<file path="src/rtl/serial_tx_if.sv">
// Handshake and line bundle between a word producer and serial_tx.
// The producer drives data/valid; the transmitter drives ready, tx and busy.
interface serial_tx_if #(
    parameter int DATA_BITS = 8
);
    logic [DATA_BITS-1:0] data;
    logic                 valid;
    logic                 ready;
    logic                 tx;
    logic                 busy;

    modport master (output data, output valid, input ready, input tx, input busy);
    modport slave  (input data, input valid, output ready, output tx, output busy);
endinterface

</file>
<file path="src/rtl/serial_tx.sv">
// Asynchronous serial transmitter: start bit, LSB-first payload, stop bit.
// Define SERIAL_TX_PARITY_EN to insert an even-parity bit between payload and stop.
module serial_tx #(
    parameter int CLKS_PER_BIT = 16,
    parameter int DATA_BITS    = 8,
    parameter int DELAY_RISE   = 0,
    parameter int DELAY_FALL   = 0
) (
    input  logic        clk,
    input  logic        reset,
    serial_tx_if.slave  bus
);

    localparam int BAUD_W = (CLKS_PER_BIT > 1) ? $clog2(CLKS_PER_BIT) : 1;
    localparam int BIT_W  = $clog2(DATA_BITS + 1);
    localparam logic [BAUD_W-1:0] BAUD_LAST = BAUD_W'(CLKS_PER_BIT - 1);
    localparam logic [BIT_W-1:0]  BIT_LAST  = BIT_W'(DATA_BITS - 1);

`ifdef SERIAL_TX_PARITY_EN
    typedef enum logic [2:0] {ST_IDLE, ST_START, ST_DATA, ST_PARITY, ST_STOP} state_t;
`else
    typedef enum logic [1:0] {ST_IDLE, ST_START, ST_DATA, ST_STOP} state_t;
`endif

    state_t               state_q, state_d;
    logic [BAUD_W-1:0]    baud_q, baud_d;
    logic [BIT_W-1:0]     bit_cnt_q, bit_cnt_d;
    logic [DATA_BITS-1:0] shift_q, shift_d;
    logic                 tx_q, tx_d;
    logic                 ready_q, ready_d;
    logic                 busy_q, busy_d;
    logic                 baud_end;
    logic                 accept;
`ifdef SERIAL_TX_PARITY_EN
    logic                 parity_q, parity_d;
`endif

    assign baud_end = (baud_q == BAUD_LAST);
    // ready_q is high exactly in IDLE and the final STOP cycle, so it gates every transfer
    assign accept   = ready_q & bus.valid;

    always_comb begin
        state_d   = state_q;
        baud_d    = baud_q;
        bit_cnt_d = bit_cnt_q;
        shift_d   = shift_q;
`ifdef SERIAL_TX_PARITY_EN
        parity_d  = parity_q;
`endif
        case (state_q)
            ST_IDLE: begin
                if (accept) begin
                    state_d   = ST_START;
                    shift_d   = bus.data;
                    baud_d    = '0;
                    bit_cnt_d = '0;
`ifdef SERIAL_TX_PARITY_EN
                    parity_d  = ^bus.data;
`endif
                end
            end
            ST_START: begin
                if (baud_end) begin
                    state_d = ST_DATA;
                    baud_d  = '0;
                end else begin
                    baud_d = baud_q + BAUD_W'(1);
                end
            end
            ST_DATA: begin
                if (baud_end) begin
                    baud_d    = '0;
                    shift_d   = shift_q >> 1;
                    bit_cnt_d = bit_cnt_q + BIT_W'(1);
                    if (bit_cnt_q == BIT_LAST) begin
`ifdef SERIAL_TX_PARITY_EN
                        state_d = ST_PARITY;
`else
                        state_d = ST_STOP;
`endif
                    end
                end else begin
                    baud_d = baud_q + BAUD_W'(1);
                end
            end
`ifdef SERIAL_TX_PARITY_EN
            ST_PARITY: begin
                if (baud_end) begin
                    state_d = ST_STOP;
                    baud_d  = '0;
                end else begin
                    baud_d = baud_q + BAUD_W'(1);
                end
            end
`endif
            ST_STOP: begin
                if (baud_end) begin
                    baud_d = '0;
                    // Back-to-back: a word offered in the last stop cycle starts the next frame directly
                    if (accept) begin
                        state_d   = ST_START;
                        shift_d   = bus.data;
                        bit_cnt_d = '0;
`ifdef SERIAL_TX_PARITY_EN
                        parity_d  = ^bus.data;
`endif
                    end else begin
                        state_d = ST_IDLE;
                    end
                end else begin
                    baud_d = baud_q + BAUD_W'(1);
                end
            end
            default: state_d = ST_IDLE;
        endcase
    end

    // Outputs are decoded from the next state so they change on the same edge as the state
    always_comb begin
        tx_d = 1'b1;
        case (state_d)
            ST_START:  tx_d = 1'b0;
            ST_DATA:   tx_d = shift_d[0];
`ifdef SERIAL_TX_PARITY_EN
            ST_PARITY: tx_d = parity_d;
`endif
            default:   tx_d = 1'b1;
        endcase
        ready_d = (state_d == ST_IDLE) || ((state_d == ST_STOP) && (baud_d == BAUD_LAST));
        busy_d  = (state_d != ST_IDLE);
    end

    always_ff @(posedge clk) begin
        shift_q <= shift_d;
`ifdef SERIAL_TX_PARITY_EN
        parity_q <= parity_d;
`endif
        if (reset) begin
            state_q   <= ST_IDLE;
            baud_q    <= '0;
            bit_cnt_q <= '0;
            tx_q      <= 1'b1;
            ready_q   <= 1'b1;
            busy_q    <= 1'b0;
        end else begin
            state_q   <= state_d;
            baud_q    <= baud_d;
            bit_cnt_q <= bit_cnt_d;
            tx_q      <= tx_d;
            ready_q   <= ready_d;
            busy_q    <= busy_d;
        end
    end

    assign #(DELAY_RISE, DELAY_FALL) bus.tx    = tx_q;
    assign #(DELAY_RISE, DELAY_FALL) bus.ready = ready_q;
    assign #(DELAY_RISE, DELAY_FALL) bus.busy  = busy_q;

endmodule

</file>
<file path="src/flat_wrapper.sv">
// flat-port wrapper written by rule: the top's interface ports become plain ports
module serial_tx_flat 
#(
    parameter int CLKS_PER_BIT = 16,
    parameter int DATA_BITS    = 8,
    parameter int DELAY_RISE   = 0,
    parameter int DELAY_FALL   = 0
)
  (clk, reset, bus_data, bus_valid, bus_ready, bus_tx, bus_busy);
  serial_tx_if #(.DATA_BITS(DATA_BITS)) bus_i ();
  input  logic clk;
  input  logic reset;
  input wire logic [$bits(bus_i.data)-1:0] bus_data;
  input wire logic [$bits(bus_i.valid)-1:0] bus_valid;
  output wire logic [$bits(bus_i.ready)-1:0] bus_ready;
  output wire logic [$bits(bus_i.tx)-1:0] bus_tx;
  output wire logic [$bits(bus_i.busy)-1:0] bus_busy;
  assign bus_i.data = bus_data;
  assign bus_i.valid = bus_valid;
  assign bus_ready = bus_i.ready;
  assign bus_tx = bus_i.tx;
  assign bus_busy = bus_i.busy;
  serial_tx #(.CLKS_PER_BIT(CLKS_PER_BIT), .DATA_BITS(DATA_BITS), .DELAY_RISE(DELAY_RISE), .DELAY_FALL(DELAY_FALL)) u_core (.clk(clk), .reset(reset), .bus(bus_i));
endmodule
</file>
<file path="config.mk">
export PLATFORM = sky130hd
export DESIGN_NAME = serial_tx_flat
export DESIGN_NICKNAME = d
export VERILOG_FILES = /design/src/rtl/serial_tx_if.sv /design/src/rtl/serial_tx.sv /design/src/flat_wrapper.sv
export SDC_FILE = /design/constraint.sdc
export NUM_CORES = 1
export LEC_CHECK = 0
export ABC_CLOCK_PERIOD_IN_PS = 5150
export CAP_MARGIN = 10
export CORE_MARGIN = 4
export CORE_UTILIZATION = 50
export CTS_CLUSTER_DIAMETER = 100
export DETAILED_ROUTE_END_ITERATION = 8
export PLACE_DENSITY = 0.74
export SYNTH_ARGS = -nofsm -noshare
export SYNTH_HDL_FRONTEND = slang
export SYNTH_SLANG_ARGS = --single-unit --ignore-timing --ignore-initial --compat-mode --unroll-limit 50000
</file>
<file path="constraint.sdc">
create_clock -name clk -period 5.15 [get_ports clk]
set_clock_uncertainty 0.2 [all_clocks]
set_input_delay 0.515 -clock clk [delete_from_list [all_inputs] [get_ports clk]]
set_output_delay 0.515 -clock clk [all_outputs]
set_load 0.01 [all_outputs]
</file>
Word-level counts from Yosys, hierarchy flattened:

Cells that the tools add are included.

* output and inout bits: 3
* flip-flop bits (word level): 21
* logic and storage cells: 49
* bits of input ports: 11

* multiplexer cells: 19
* add/sub/neg operators: 2
* eq/ne operators: 11
* reduce and logical (&&, ||, !) cells: 8
* bitwise gates (word level): 1

Operator list (count)
* $mux W8: 3
* $pmux W8 S3: 1
* $mux W4: 5
* $pmux W4 S3: 1
* $mux W2: 5
* $add A4 B1 Y4 const B: 2
* $eq A2 B2 Y1 const B: 4
* $eq A4 B4 Y1 const B: 2
* $pmux W2 S4: 1
* $pmux W4 S2: 1
* $eq A2 B1 Y1 const B: 2
* $eq A4 B3 Y1 const B: 1
* $logic_not A2 Y1: 2
* $ne A2 B1 Y1 const B: 2
* $reduce_and A3 Y1: 1
* $reduce_bool A3 Y1: 1
* $reduce_or A3 Y1: 1
* $pmux W1 S2: 1
* $reduce_bool A2 Y1: 1
* $and A1 B1 Y1: 1
* $logic_and A1 B1 Y1: 1
* $logic_or A1 B1 Y1: 1
* $mux W1: 1

Depth between registers and ports, before layout:

Gate-level depths: netlist (run 1).

* word-level depth: 7
* gate-level depth with buffers: 6
* depth with buffers taken out: 5

Worst setup path after synthesis (run 1):

Ideal clock, no wire load.

* path kind: register to register
* from: register u_core.baud_q[0]
* to: register u_core.ready_q, in the netlist u_core.bus.ready
* stages on the path, launching flop included: 7
* setup time: 0.096 ns
* required time: 4.854 ns
* arrival: 1.475 ns
* buffers on the path: 1
* slack: 3.379 ns
* cell sequence: dfxtp_1 -> ha_1 -> clkbuf_2 -> nand3_1 -> a221o_1 -> o31a_1 -> o41ai_2

* longest elaborated chain between the ends: 6
* elaborated cells on any way between the ends: 14
* those cells by class: add/sub (1); eq/ne (3); mux (7); reduce/logical (3)

RTL lines
* start: declaration: line serial_tx.sv:26 `logic [BAUD_W-1:0] baud_q, baud_d;`
* start signal: assignment: line serial_tx.sv:147 `baud_q <= baud_d;`
* $add A4 B1 Y4 / $eq A4 B4 Y1 (equally long branches)
* $mux W4 (tied with other cells): line serial_tx.sv:63, serial_tx.sv:71, serial_tx.sv:97
* $pmux W4 S2 / $pmux W2 S4 (equally long branches): line serial_tx.sv:50 `case (state_q)`
* $eq A4 B4 Y1 / $eq A2 B2 Y1 (equally long branches): line serial_tx.sv:129 `ready_d = (state_d == ST_IDLE) || ((state_d == ST_STOP) && (baud_d == BAUD_LAST));`
* $logic_and A1 B1 Y1: line serial_tx.sv:129
* $logic_or A1 B1 Y1 *: line serial_tx.sv:129
* end signal: assignment: line serial_tx.sv:150 `ready_q <= ready_d;`
* end: declaration: line serial_tx.sv:30 `logic ready_q, ready_d;`

Mark *: on every way between the ends. The rest lies on a longest branch, timed or not.
A chain may end at the register's enable or synchronous reset.

Worst setup path after layout (run 1):

* from: register u_core.ready_q, in the netlist u_core.bus.ready
* to: output port bus_ready

RTL lines
* end: declaration: line flat_wrapper.sv:15 `output wire logic [$bits(bus_i.ready)-1:0] bus_ready;`

No word-level cell between the ends.

==> metrics.txt, run 1 <==
outcome completed; number of hold violations in the final report 0; total via count in the routed design 964; area of the mapped netlist 1166 sq um; Post-CTS Repair Setup Buffers 0; Overflow after GRT 0; GRT Overall Usage 15.89%; Worst path depth 1; number of nets in the finished design 151; endpoint required time on the critical path 4.43 ns; WS Path Type flop to primary output; Critical Path Sink bus_ready; met3 track demand over resource 2.529%; cell type group with the largest total delay on the critical path buffers and inverters; sequential cell area fraction in the yosys report 42.06%; proportion of netlist area held by the largest area contributor 24.03%; number of core rows 17; CP bufs+invs 1; detailed placement HPWL 1737 um; die height 56.30 um; DRC violation total after the first TritonRoute iteration 29; number of instances in the synthesized netlist 126; initial antenna violation count 0; worst endpoint data arrival time 1.42 ns; FILL cells 210; commonest cells after routing, fill and taps aside dfxtp_1, clkdlybuf4s50_1, nand2_1; hold_sp u_core.bit_cnt_q[3]; worst hold slack across all endpoints 0.2999 ns; clock slew at reported path FFs 0.12 ns; syn_area_per_cell 9.255 sq um; met1 global-route usage 21.16%; top_reg_cell synth dfxtp_1; worst slack at placement 2.816 ns; Ports 14; relative contribution of sequential cells to total power 58.6%; leading area contributor after synthesis dfxtp_1; Worst Setup Slack, final 3.011 ns; routed length per placed instance 14.13 um; CP Launch Point u_core.bus.ready; total number of H-tree levels 1; Die Footprint 3169 sq um; Setup TNS Final 0 ns; routed vias/inst 5.842; Pleak 0.4792 nW; final count of pins violating max slew 0; P_int 0.0002568 W; flops & latches, synth 21; global-route wire length before repair 4057 um; number of warnings printed during yosys synthesis 0; switching share of power 27.51%; Residual DRC 0; fraction of final layout cells with drive strength greater than 1 9.489%; root buffer cell clkbuf_4; drt total wl 2332 um; RePlAce Congestion 0.8318; die extent in x 56.30 um; Worst-Skew Late Latency 0.31 ns; cell at the slowest stage of the critical path clkdlybuf4s50_1; highest attainable clock frequency 467.5 MHz; max-capacitance violation count 0; flop2flop setup slack 3.14 ns; DRT Pass-1 Iters 4; Clock power frac 22.7%; post-route ant nets 0; I/O Buffers 13; period utilization 41.53%; clock buffer depth 2; type of element launching the critical path flop; count of flip-flops with a built-in enable after synthesis 7; area overhead of the layout relative to synthesis 13.31%; combinational fraction of design power 18.6%; number of gates resized after CTS 0; minimum clock period 2.139 ns; tightest slew margin relative to the limit 66.84%; distinct cell type count after synthesis 50; critical path cell sequence clkdlybuf4s50_1; final count of negative-setup-slack endpoints 0; total number of clock tree sinks 21; antenna cell count 0; count of hold buffers inserted by post-cts repair 0; largest stage delay on the critical path 0.60 ns; total nets after synthesis 139; number of global-route vias before repair 941; commonest non-fill, non-tap cell in the layout dfxtp_1; Most Crowded Layer GR met2; starting utilization of the core area 52.71%; Worst Setup End Kind primary output; length in cells of the worst reg-to-reg path 5; switching pwr 0.00009748 W; maximum number of pins on one net before global-route repair 19; top cells by area, synth dfxtp_1, edfxtp_1, mux2i_1; async set or reset register ratio after synthesis 0%; reg-to-reg startpoint u_core.baud_q[0]; placeable core region 2212 sq um; VDD IR max 0.2170 mV; setup repair after global routing missed its margin no; CP max FO 9; path class of the lowest-slack min-delay path flop to flop; endpoint of the lowest-slack register-to-register path u_core.bus.ready; CTS tree yes; global routing usage on met2 25.38%; Worst Tran Pin Value 0.4968 ns; pwr dens 268.1 nW/um^2; cts bufs inserted 3
## per-stage QoR
step,total power (W),utilization [%],instance area (sq um),cells
floorplan,0.0002544,-,1166,126
global placement,0.0002752,58.48,1294,161
detailed placement,0.0002781,58.48,1294,161
CTS,0.0003579,59.73,1321,165
global route,0.0003737,59.73,1321,165
finish,0.0003543,59.73,1321,165
## power by group through the flow
stage | Sequential [W] | Combinational [W] | Clock (W)
2_1_floorplan | 0.000206 | 0.0000481 | 0
3_3_place_gp | 0.000211 | 0.0000643 | 0
3_5_place_dp | 0.000212 | 0.0000664 | 0
4_1_cts | 0.000208 | 0.0000665 | 0.0000836
5_1_grt | 0.000212 | 0.0000740 | 0.0000882
6_report | 0.000208 | 0.0000661 | 0.0000805
## registers in the layout, summed over array words and instances, names as in the netlist
name              cells
u_core.shift_q        8
u_core.baud_q         4
u_core.bit_cnt_q      4
u_core.state_q        2
u_core.bus.busy       1
u_core.bus.ready      1
u_core.bus.tx         1
## kinds of logic after synthesis
kind of cell,Yosys count,synth area share (%)
and+or+nand+nor,46,20.92
buffers and inverters,11,4.828
AOI/OAI and AO/OA,37,22.43
adders and majority gates,2,2.146
muxes,7,6.116
DFF,21,42.06
xor gates and xnor gates,2,1.502
## final cells by class
| type | count | area (sq um) | area share (%) |
|---|---|---|---|
| inverter | 5 | 18.77 | 1.420 |
| clock buffer | 3 | 22.52 | 1.705 |
| multi-input combinational | 94 | 619.3 | 46.87 |
| tap | 28 | 35.03 | 2.652 |
| timing repair buffer | 13 | 130.1 | 9.848 |
| sequential | 21 | 490.5 | 37.12 |
| clock inverter | 1 | 5.005 | 0.3788 |
## cell usage after synthesis, drive strengths merged, types with 3 or more instances
library cell	instances
dfxtp	14
nand2	12
nor2	11
o21ai	11
a21oi	7
edfxtp	7
mux2i	6
inv	5
buf	4
nand3	4
nor3	3
## metal layers
layer,wire length (um),vias up
met4,26,0
met5,0,-
met2,1113,17
met3,88,4
met1,1104,451
li1,-,492
## worst register-to-register path, delay by kind of cell (launching register included)
kind / cells / cell delay [ns]
and+or+nand+nor: 1 / 0.17
adders and majority gates: 1 / 0.34
AOI/OAI and AO/OA: 3 / 0.76
DFF: 1 / 0.43
## worst min-delay path by stage
stage	slack [ns]	to	cells past startpoint
final	0.30	u_core.bit_cnt_q[3]	2
after global placement	0.26	u_core.bit_cnt_q[3]	2
after global routing	0.32	u_core.bit_cnt_q[3]	2
after CTS	0.30	u_core.bit_cnt_q[3]	2
after detailed placement	0.28	u_core.bit_cnt_q[3]	2
after floorplan	0.25	u_core.bit_cnt_q[3]	2
(Power assumes the default switching activity.)
==> run 2, diff against run 1 <==
--- a/config.mk
+++ b/config.mk
@@ -5,7 +5,7 @@
 export SDC_FILE = /design/constraint.sdc
 export NUM_CORES = 1
 export LEC_CHECK = 0
-export ABC_CLOCK_PERIOD_IN_PS = 5150
+export ABC_CLOCK_PERIOD_IN_PS = 2150
 export CAP_MARGIN = 10
 export CORE_MARGIN = 4
 export CORE_UTILIZATION = 50
==> constraint.sdc (replaced) <==
create_clock -name clk -period 2.15 [get_ports clk]
set_clock_uncertainty 0.2 [all_clocks]
set_input_delay 0.215 -clock clk [delete_from_list [all_inputs] [get_ports clk]]
set_output_delay 0.215 -clock clk [all_outputs]
set_load 0.01 [all_outputs]
==> metrics.txt, run 2 (synthesis gave the netlist of run 1 again) <==
outcome completed; clock slew at reported path FFs 0.13 ns; commonest cells after routing, fill and taps aside clkdlybuf4s50_1, dfxtp_1, nand2_1; Worst Setup End Kind flop; RePlAce Congestion 0.8242; P_int 0.0006160 W; final count of pins violating max slew 0; starting utilization of the core area 52.71%; type of element launching the critical path flop; Largest regs u_core.shift_q (8), u_core.baud_q (4), u_core.bit_cnt_q (4); DRT Pass-1 Iters 4; number of core rows 17; clock buffer depth 2; max-capacitance violation count 0; pwr dens 651.1 nW/um^2; placeable core region 2212 sq um; total via count in the routed design 995; number of hold violations in the final report 0; switching share of power 28.59%; worst slack at placement 0.1551 ns; I/O Buffers 13; routed vias/inst 6.030; die extent in x 56.30 um; number of global-route vias before repair 989; number of flip-flops in the largest register 8; Detail Route met2 WL 1111 um; Die Footprint 3169 sq um; combinational fraction of design power 18.4%; area overhead of the layout relative to synthesis 13.63%; endpoint required time on the critical path 2.02 ns; maximum number of pins on one net before global-route repair 19; Worst-Skew Late Latency 0.32 ns; Worst Setup Slack, final 0.1758 ns; post-route ant nets 0; GRT Overall Usage 17.66%; fraction of final layout cells with drive strength greater than 1 10.95%; total number of H-tree levels 1; Util after Layout 59.90%; sum of routed wire segments on met1 1132 um; cts bufs inserted 3; path class of the lowest-slack min-delay path flop to flop; worst hold slack across all endpoints 0.2933 ns; CP max FO 9; Pleak 0.4790 nW; Worst Tran Pin Value 0.4585 ns; detailed placement HPWL 1807 um; WS Path Type flop to flop; period utilization 91.82%; relative contribution of sequential cells to total power 58.0%; total area of sequential cells 491.7 sq um; die height 56.30 um; Overflow after GRT 0; highest attainable clock frequency 506.5 MHz; initial antenna violation count 0; CTS tree yes; non-filler cells, final 165; final count of negative-setup-slack endpoints 0; total number of clock tree sinks 21; length of routed met3 wiring 123 um; Residual DRC 0; global-route wire length before repair 4416 um; register containing the most flip-flops in the final layout u_core.shift_q; tightest slew margin relative to the limit 69.39%; root buffer cell clkbuf_4; highest layer used for signal routing met4; Post-CTS Repair Setup Buffers 0; setup repair after global routing missed its margin no; drt total wl 2441 um; number of nets in the finished design 151; routed length per placed instance 14.79 um; DRC violation total after the first TritonRoute iteration 55; combined area of the multi-input logic cells 621.8 sq um; Clock power frac 23.5%; FILL cells 208; total instance count after detailed placement 161; minimum clock period 1.974 ns; Setup TNS Final 0 ns; worst endpoint data arrival time 1.84 ns; switching pwr 0.0002467 W; Ports 14; antenna cell count 0; VDD IR max 0.4192 mV
-- run 2: metrics by stage --
stage / area (sq um) / total power, W
detailed placement: 1294 / 0.0006673
global route: 1325 / 0.0009123
floorplan: 1166 / 0.0006093
finish: 1325 / 0.0008627
CTS: 1321 / 0.0008695
global placement: 1294 / 0.0006591
-- run 2: routing by layer --
layer  up-vias  track usage (%)
li1        494                -
met1       471            22.44
met2        22            26.71
met3         8            3.908
met4         0            11.53
met5         -                0
-- run 2: power groups by stage --
| stage | sequential [W] | combinational (W) | clock (W) |
|---|---|---|---|
| floorplan | 0.000494 | 0.000115 | 0 |
| global placement | 0.000505 | 0.000154 | 0 |
| detailed placement | 0.000509 | 0.000159 | 0 |
| CTS | 0.000500 | 0.000159 | 0.000211 |
| global route | 0.000507 | 0.000177 | 0.000228 |
| finish | 0.000501 | 0.000159 | 0.000203 |
-- run 2: worst paths after layout --
check | end | slack (ns) | cells after the start | startpoint
max | u_core.shift_q[6] | 0.18 | 4 | u_core.baud_q[0]
max reg2reg | u_core.shift_q[6] | 0.18 | 4 | u_core.baud_q[0]
min | u_core.bit_cnt_q[3] | 0.29 | 2 | u_core.bit_cnt_q[3]
min reg2reg | u_core.bit_cnt_q[3] | 0.29 | 2 | u_core.bit_cnt_q[3]
-- run 2: what timing repair did --
action                                  CTS  global route
hold buffers                              0             0
resized for setup                         0             2
endpoints found under the setup margin    0             2
-- run 2: critical path, stage by stage, from the launching register on --
cell and delay, ns:
dfxtp_1 0.37, ha_1 0.31, and4_1 0.26, a21oi_1 0.40, o21ai_0 0.18
-- run 2: layout make-up --
cell class	count	share of cell area [%]
inverter	5	1.416
timing repair buffer	13	9.821
clock inverter	1	0.3777
sequential	21	37.11
tap	28	2.644
clock buffer	3	1.700
multi-input combinational	94	46.93
==> edit: new RTL, settings of run 1 <==
`CLKS_PER_BIT` is set to 16 in 2 places; all go to 8.
--- a/src/rtl/serial_tx.sv
+++ b/src/rtl/serial_tx.sv
@@ -3,3 +3,3 @@
 module serial_tx #(
-    parameter int CLKS_PER_BIT = 16,
+    parameter int CLKS_PER_BIT = 8,
     parameter int DATA_BITS    = 8,
--- a/src/flat_wrapper.sv
+++ b/src/flat_wrapper.sv
@@ -3,3 +3,3 @@
 #(
-    parameter int CLKS_PER_BIT = 16,
+    parameter int CLKS_PER_BIT = 8,
     parameter int DATA_BITS    = 8,
Check against the original RTL: not equivalent (Yosys sat finds a counterexample within 10 cycles, from zero or initial values and one cycle with reset high).
==> edit against run 1 <==
  * Sequential cell count down 1
  * Area after synthesis decreased by 14%
  * Total power fell by 11%
  * Non-clock buffer count unchanged
  * Setup slack got worse by 0.23 ns
  * Clock power shrank 6.3%
  * Final area fell by 11%
  * First-iteration DRC count rose by 52%
  * Maximum frequency is 9.9% lower
  * Routed wire length decreased by 13%
  * Core utilization rose by 4.6 points
==> edit: results <==
set metrics [dict create \
    grt_max_degree 13 \
    wire_per_inst_um 14.6 \
    cp-startpoint "u_core.baud_q[0]$_SDFF_PP0_" \
    crit_fanout 11 \
    switching_share_pct 25.3 \
    gp_congestion 0.802 \
    post_dp_cell_area_um2 1140 \
    dp_hpwl_mm 1.51 \
    outcome "finished clean" \
    final_nets 129 \
    wirelength_mm 2.02 \
    grt_pass1_wl_mm 3.37 \
    path_delay_family "compound AO/OA/AOI/OAI gates" \
    cp.arrival_ns 2.39 \
    drt_iter0_drc 44 \
    synth_nets 116 \
    synth_fa_ha_area_share_pct 4.98 \
    synth-xor-area-share_pct 2.62 \
    nFillCells 165 \
    yosysSeqAreaShare_pct 46.8 \
    clk_latency_ns 0.29 \
    reg_top3 "u_core.shift_q: 8 flops, u_core.bit_cnt_q: 4 flops, u_core.baud_q: 3 flops" \
    grt_use_total_pct 16.7 \
    first_pass_iters 5 \
    cpMaxStageDelayCell "a21oi_1" \
    dpl_worst_slack_ns 2.73 \
    synth_cell_type_count 34 \
    yosys-top-cells-count "dfxtp_1 (13), nand3_1 (8), edfxtp_1 (7), inv_1 (7), nand2_1 (7)" \
    vias_per_cell 5.77 \
    drive_gt1_share_pct 6.19 \
    critical-path-max-stage-delay_ns 0.67 \
    grt_pass1_vias 734 \
]
==> edit: power groups by stage <==
stage / clock (mW) / sequential (mW) / combinational [mW]
after floorplan: 0 / 0.193 / 0.0290
final: 0.0754 / 0.191 / 0.0482
after CTS: 0.0781 / 0.191 / 0.0483
after global placement: 0 / 0.194 / 0.0465
after detailed placement: 0 / 0.195 / 0.0482
after global routing: 0.0852 / 0.193 / 0.0534
==> edit: path summary, 6_finish.rpt <==
path / endpoint / slack [ns] / cells after the start
setup / recovery: u_core.bus.tx$_SDFF_PP1_ / 2.78 / 6
hold / removal: u_core.bit_cnt_q[3]$_SDFFE_PP0P_ / 0.29 / 2
setup reg to reg: u_core.bus.tx$_SDFF_PP1_ / 2.78 / 6
hold reg to reg: u_core.bit_cnt_q[3]$_SDFFE_PP0P_ / 0.29 / 2
==> edit: layout make-up <==
class / instances / share of cell area [%]
well taps: 25 / 2.67
multi-input cells: 69 / 41.6
repair buffers: 13 / 11.1
inverters: 7 / 2.24
clock buffers: 4 / 2.24
flip-flops and latches: 20 / 40.2
==> edit: per-layer routing <==
| layer | global-route usage [%] | up-vias | share of wire (%) |
|---|---|---|---|
| li1 | - | 404 | - |
| met2 | 24.6 | 19 | 44 |
| met5 | 0 | - | 0 |
| met3 | 3.70 | 2 | 5.7 |
| met4 | 5.11 | 0 | 0.69 |
| met1 | 24.0 | 371 | 50 |
==> edit: worst min-delay path, delay by kind of cell (launching register included) <==
kind,cells,cell delay (ns)
flip-flops,1,0.33
multiplexers,1,0.06
AND/OR/NAND/NOR,1,0.06
